## src/rtl/eco32_core_lsu_dcu_pt2.sv

```systemverilog
// Per-thread page descriptor table for the LSU data cache way: registered write-first
// lookups, a valid-bit table, and a walker that clears entries on reset or on a flush request.
module eco32_core_lsu_dcu_pt2 #(
    parameter int PAGE_ADDR_WIDTH = 5,
    parameter int THREAD_WIDTH    = 1,
    parameter int DESC_WIDTH      = 39
) (
    input  logic                       clk,
    input  logic                       rst,
    input  logic                       i_stb,
    input  logic [THREAD_WIDTH-1:0]    i_tid,
    input  logic [PAGE_ADDR_WIDTH-1:0] i_page,
    input  logic                       wr_ena,
    input  logic [THREAD_WIDTH-1:0]    wr_tid,
    input  logic [PAGE_ADDR_WIDTH-1:0] wr_page,
    input  logic [DESC_WIDTH-1:0]      wr_descriptor,
    input  logic                       fl_req,
    input  logic                       fl_all,
    input  logic [THREAD_WIDTH-1:0]    fl_tid,
    output logic                       fl_busy,
    output logic                       fl_ack,
    output logic                       o_stb,
    output logic                       o_valid,
    output logic [DESC_WIDTH-1:0]      o_descriptor
);

    localparam int AW    = PAGE_ADDR_WIDTH + THREAD_WIDTH;
    localparam int N_ALL = 1 << AW;

    typedef enum logic [2:0] {
        S_INIT     = 3'd0,
        S_IDLE     = 3'd1,
        S_WALK_T   = 3'd2,
        S_WALK_ALL = 3'd3,
        S_DONE     = 3'd4
    } state_t;

    state_t                  state_q, state_d;
    logic [AW-1:0]           cnt_q, cnt_d;
    logic [THREAD_WIDTH-1:0] tid_q, tid_d;

    logic                    clr_en;
    logic [AW-1:0]           clr_addr;

    logic [DESC_WIDTH-1:0]   desc_mem  [N_ALL];
    logic                    valid_mem [N_ALL];

    logic [AW-1:0]           wr_addr;
    logic [AW-1:0]           rd_addr;
    logic                    wr_acc;
    logic                    rd_hit;
    logic                    valid_d;
    logic [DESC_WIDTH-1:0]   desc_d;

    logic                    o_stb_q;
    logic                    o_valid_q;
    logic [DESC_WIDTH-1:0]   o_desc_q;

    assign fl_busy = (state_q != S_IDLE);
    assign fl_ack  = (state_q == S_DONE);

    always_comb begin
        state_d  = state_q;
        cnt_d    = cnt_q;
        tid_d    = tid_q;
        clr_en   = 1'b0;
        clr_addr = cnt_q;
        case (state_q)
            S_INIT: begin
                clr_en = 1'b1;
                if (cnt_q == '1) state_d = S_IDLE;
                else             cnt_d   = cnt_q + AW'(1);
            end
            S_IDLE: begin
                if (fl_req) begin
                    tid_d   = fl_tid;
                    cnt_d   = '0;
                    state_d = fl_all ? S_WALK_ALL : S_WALK_T;
                end
            end
            S_WALK_T: begin
                clr_en   = 1'b1;
                clr_addr = {cnt_q[PAGE_ADDR_WIDTH-1:0], tid_q};
                // Only the page bits of the counter take part in a per-thread walk.
                if (cnt_q[PAGE_ADDR_WIDTH-1:0] == '1) state_d = S_DONE;
                else                                  cnt_d   = cnt_q + AW'(1);
            end
            S_WALK_ALL: begin
                clr_en = 1'b1;
                if (cnt_q == '1) state_d = S_DONE;
                else             cnt_d   = cnt_q + AW'(1);
            end
            S_DONE: begin
                state_d = S_IDLE;
            end
            default: begin
                state_d = S_INIT;
                cnt_d   = '0;
            end
        endcase
    end

    always_ff @(posedge clk) begin
        if (rst) begin
            state_q <= S_INIT;
            cnt_q   <= '0;
            tid_q   <= '0;
        end else begin
            state_q <= state_d;
            cnt_q   <= cnt_d;
            tid_q   <= tid_d;
        end
    end

    assign wr_addr = {wr_page, wr_tid};
    assign rd_addr = {i_page, i_tid};
    assign wr_acc  = wr_ena && !fl_busy;

    // Descriptor storage carries no reset; the valid table alone decides what is live.
    always_ff @(posedge clk) begin
        if (wr_acc) desc_mem[wr_addr] <= wr_descriptor;
    end

    always_ff @(posedge clk) begin
        if (clr_en && !rst)  valid_mem[clr_addr] <= 1'b0;
        else if (wr_acc)     valid_mem[wr_addr]  <= 1'b1;
    end

    assign rd_hit  = wr_acc && (wr_addr == rd_addr);
    assign desc_d  = rd_hit ? wr_descriptor : desc_mem[rd_addr];
    assign valid_d = !fl_busy && (rd_hit || valid_mem[rd_addr]);

    always_ff @(posedge clk) begin
        if (rst) begin
            o_stb_q   <= 1'b0;
            o_valid_q <= 1'b0;
            o_desc_q  <= '0;
        end else begin
            o_stb_q <= i_stb;
            if (i_stb) begin
                o_valid_q <= valid_d;
                o_desc_q  <= desc_d;
            end
        end
    end

    assign o_stb        = o_stb_q;
    assign o_valid      = o_valid_q;
    assign o_descriptor = o_desc_q;

endmodule

```

## config.mk

```make
export PLATFORM = sky130hd
export DESIGN_NAME = eco32_core_lsu_dcu_pt2
export DESIGN_NICKNAME = d
export VERILOG_FILES = /design/src/rtl/eco32_core_lsu_dcu_pt2.sv
export SDC_FILE = /design/constraint.sdc
export NUM_CORES = 2
export LEC_CHECK = 0
export CAP_MARGIN = 15
export CORE_UTILIZATION = 60
export DETAILED_ROUTE_END_ITERATION = 10
export GPL_TIMING_DRIVEN = 0
export MAX_ROUTING_LAYER = met4
export PLACE_DENSITY = 0.75
export SETUP_SLACK_MARGIN = 0.4
export SYNTH_ARGS = -nofsm -noshare
export SYNTH_HDL_FRONTEND = slang
export SYNTH_SLANG_ARGS = --single-unit
```

## constraint.sdc

```tcl
create_clock -name clk -period 10.6 [get_ports clk]
set_clock_uncertainty 0.15 [all_clocks]
set_input_delay 1.06 -clock clk [delete_from_list [all_inputs] [get_ports clk]]
set_output_delay 1.06 -clock clk [all_outputs]
set_load 0.02 [all_outputs]
```

==> impl_metrics.json <==
{
  "reg2reg_slack_ps": 5640,
  "holdCritPathClass": "reg -> reg",
  "grt_pass1_wl_microns": 402000,
  "power_frac_clock_pct": 41.0,
  "grt_overflow": 0,
  "final_cell_mix": "edfxtp_1 (2560), mux4_2 (607), a22oi_1 (257)",
  "place_area_sq_um": 106000,
  "synth_seq_area_share_pct": 78.2,
  "path_class": "in -> reg",
  "grt_antenna_before_repair": 17,
  "holdBufCountCts": 0,
  "r2r-start": "state_q[2]",
  "cp-startpoint": "i_page[1]",
  "io_buffers": 91,
  "cp_data_required_time_ps": 11150,
  "die_y_microns": 409,
  "grt_start_max_net_pins": 73,
  "initial_core_util_pct": 60.4,
  "pin_count": 101,
  "slew_headroom_pct": 14.2,
  "syn_nets": 4634,
  "combPwrFrac_pct": 5.2,
  "grtUsageTotal_pct": 36.0,
  "wl_per_cell_microns": 39.0,
  "finalMaxSlewViolations": 0,
  "worstSkewPairLatency_ps": 890,
  "clk_pin_slew_ps": 70,
  "p_leak_nw": 35.4,
  "cp-end-kind": "register",
  "ys_ff_latch": 2611,
  "drt_iter0_drc": 9939,
  "syn_area_per_cell_sq_um": 21.8,
  "routabilityCongestion": 0.965,
  "ys_warn_count": 0,
  "fin_setup_tns_ps": 0,
  "drc": 0,
  "ant_nets": 0,
  "root_buffer": "clkbuf_16",
  "hpwl_microns": 186000,
  "stdcell_area_sq_um": 114000,
  "vias": 53900,
  "synth_mux_area_share_pct": 14.8,
  "crit_end": "o_descriptor[28]",
  "finalCriticalPeriod_ps": 5360,
  "hold_viol": 0,
  "power.net_switching_w": 0.00458,
  "ir_drop_v": 0.000214,
  "cp_max_fo": 10,
  "final_common_cell": "edfxtp_1",
  "die_x_microns": 409,
  "synthAdderAreaFrac_pct": 0.0251,
  "p_seq_share_pct": 53.7,
  "clockBufferDepth": 3,
  "max_freq_mhz": 186,
  "synth-async-reset-ratio_pct": 0,
  "tightestPinTransition_ps": 1290,
  "synth_compound_area_share_pct": 3.43,
  "cellPowerDensity_nw_per_um2": 185,
  "syn_inst": 4574,
  "critPathArrivalTime_ps": 5920,
  "synth_edf_count": 2560,
  "cts_setup_buffers": 0,
  "post-route-period-util_pct": 50.6,
  "firstDrtPassIters": 9,
  "switching_share_pct": 21.7,
  "synth_top_family_by_area": "multiplexers",
  "setup_violations": 0,
  "syn_to_final_growth_pct": 14.6,
  "post_cts.resized_instances": 0,
  "rsz0062_at_grt": "no",
  "tritoncts": "built",
  "ys.flop_type": "edfxtp_1",
  "viasPerCell": 7.22,
  "dieArea_sq_um": 168000,
  "synth_xor_area_share_pct": 0.0616,
  "fin_nets": 5102,
  "ff2ff_path_depth": 10,
  "nFillCells": 9528,
  "wirelength_microns": 291000,
  "cts_buffers": 239,
  "status": "complete, no violations",
  "core_sq_um": 165000,
  "grt_pass1_vias": 52700,
  "cts_htree_levels": 4,
  "crit_path_start_kind": "input port",
  "p_int_w": 0.0166,
  "yosys.area_share.simple_pct": 2.21,
  "r2r_end": "o_descriptor[32]",
  "drive_gt1_share_pct": 25.2,
  "drv_cap": 0,
  "yosysUniqueCellTypes": 57,
  "numClockSinks": 2611,
  "rows": 149,
  "syn-cell-area_sq_um": 99600
}
power by group through the flow:
stage,Clock [W],Combinational [W],Sequential [W]
floorplan,0,0.000502,0.0116
global placement,0,0.000997,0.0116
detailed placement,0,0.00106,0.0116
CTS,0.00865,0.00107,0.0114
global route,0.00903,0.00113,0.0113
finish,0.00866,0.00111,0.0114
routing by layer:
| layer | wire length [microns] | track usage (%) | vias to the layer above |
|---|---|---|---|
| li1 | - | - | 20400 |
| met1 | 98900 | 47.2 | 27700 |
| met2 | 130000 | 50.8 | 4858 |
| met3 | 44600 | 12.3 | 929 |
| met4 | 17400 | 17.8 | 0 |
| met5 | 0 | - | - |
logic make-up (layout without fill, tap and decap cells):
family / Yosys count / after routing
compound gates: 495 / 495
xor+xnor: 7 / 7
buf+inv: 271 / 942
simple gates: 472 / 472
fa+ha+maj: 2 / 2
mux: 716 / 716
flops: 2611 / 2611
other cells: 0 / 30
critical path, cell delays in order:
cell and delay [ps]:
clkdlybuf4s50_1 660, buf_2 430, buf_2 720, clkbuf_1 800, mux4_2 440, a22oi_1 310
a21oi_1 360, nor4_1 980, nor4_1 120
synth_stat cells, types with 5 or more instances:
cell / instances / area share, %
and2_1: 7 / 0.044
buf_4: 20 / 0.15
edfxtp_1: 2560 / 77
buf_2: 89 / 0.45
a221oi_1: 5 / 0.044
nor4_1: 68 / 0.43
a22o_1: 5 / 0.044
mux4_2: 607 / 14
a21oi_1: 119 / 0.60
xor2_1: 7 / 0.062
clkbuf_1: 134 / 0.51
nand4_1: 8 / 0.050
a22oi_1: 257 / 1.9
o22ai_1: 9 / 0.057
o21ai_1: 13 / 0.065
o221ai_1: 5 / 0.044
nor2_1: 223 / 0.84
buf_1: 17 / 0.064
inv_1: 5 / 0.019
mux2_2: 9 / 0.10
mux2i_1: 99 / 1.0
a31oi_1: 9 / 0.057
nand2b_1: 19 / 0.12
nor3_1: 14 / 0.070
dfxtp_1: 51 / 1.0
o211ai_1: 36 / 0.27
nand2_1: 63 / 0.24
a211oi_1: 5 / 0.038
nor2b_1: 22 / 0.14
nand3_1: 27 / 0.14
area by class of cell:
type | instances | area [sq um] | area share, %
multi-input combinational | 1692 | 21000 | 18.4
clock inverter | 145 | 1400 | 1.23
clock buffer | 299 | 6410 | 5.62
timing repair buffer | 227 | 3430 | 3.00
antenna | 30 | 75.1 | 0.0658
buffer | 262 | 1190 | 1.04
sequential | 2611 | 77900 | 68.2
inverter | 9 | 33.8 | 0.0296
tap | 2189 | 2740 | 2.40
stage by stage:
stage,total power (W),hold WS (ps),util (%),instances,setup slack [ps]
global route,0.0215,362,69.2,7451,5420
floorplan,0.0121,324,-,4574,6050
CTS,0.0211,330,69.2,7426,5230
finish,0.0211,346,69.3,7464,5240
detailed placement,0.0126,332,64.4,6982,4400
global placement,0.0126,328,62.6,6854,2430
how the worst min path moves through the flow:
stage                                  from               end  slack, ps  cells after the start
after floorplan                       tid_q             tid_q        320                      2
after detailed placement   o_descriptor[31]  o_descriptor[31]        330                      2
after CTS                 wr_descriptor[22]   desc_mem[3][22]        330                      1
final                      o_descriptor[26]  o_descriptor[26]        350                      2
after global placement     o_descriptor[27]  o_descriptor[27]        330                      2
after global routing       o_descriptor[31]  o_descriptor[31]        360                      2
sequential cells by signal, summed over array words and instances, names as in the netlist:
signal	flops
state_q	3
desc_mem	2496
o_valid	1
o_descriptor	39
o_stb	1
cnt_q	6
tid_q	1
valid_mem	64
Note: power is estimated with default switching activity, not from simulation.
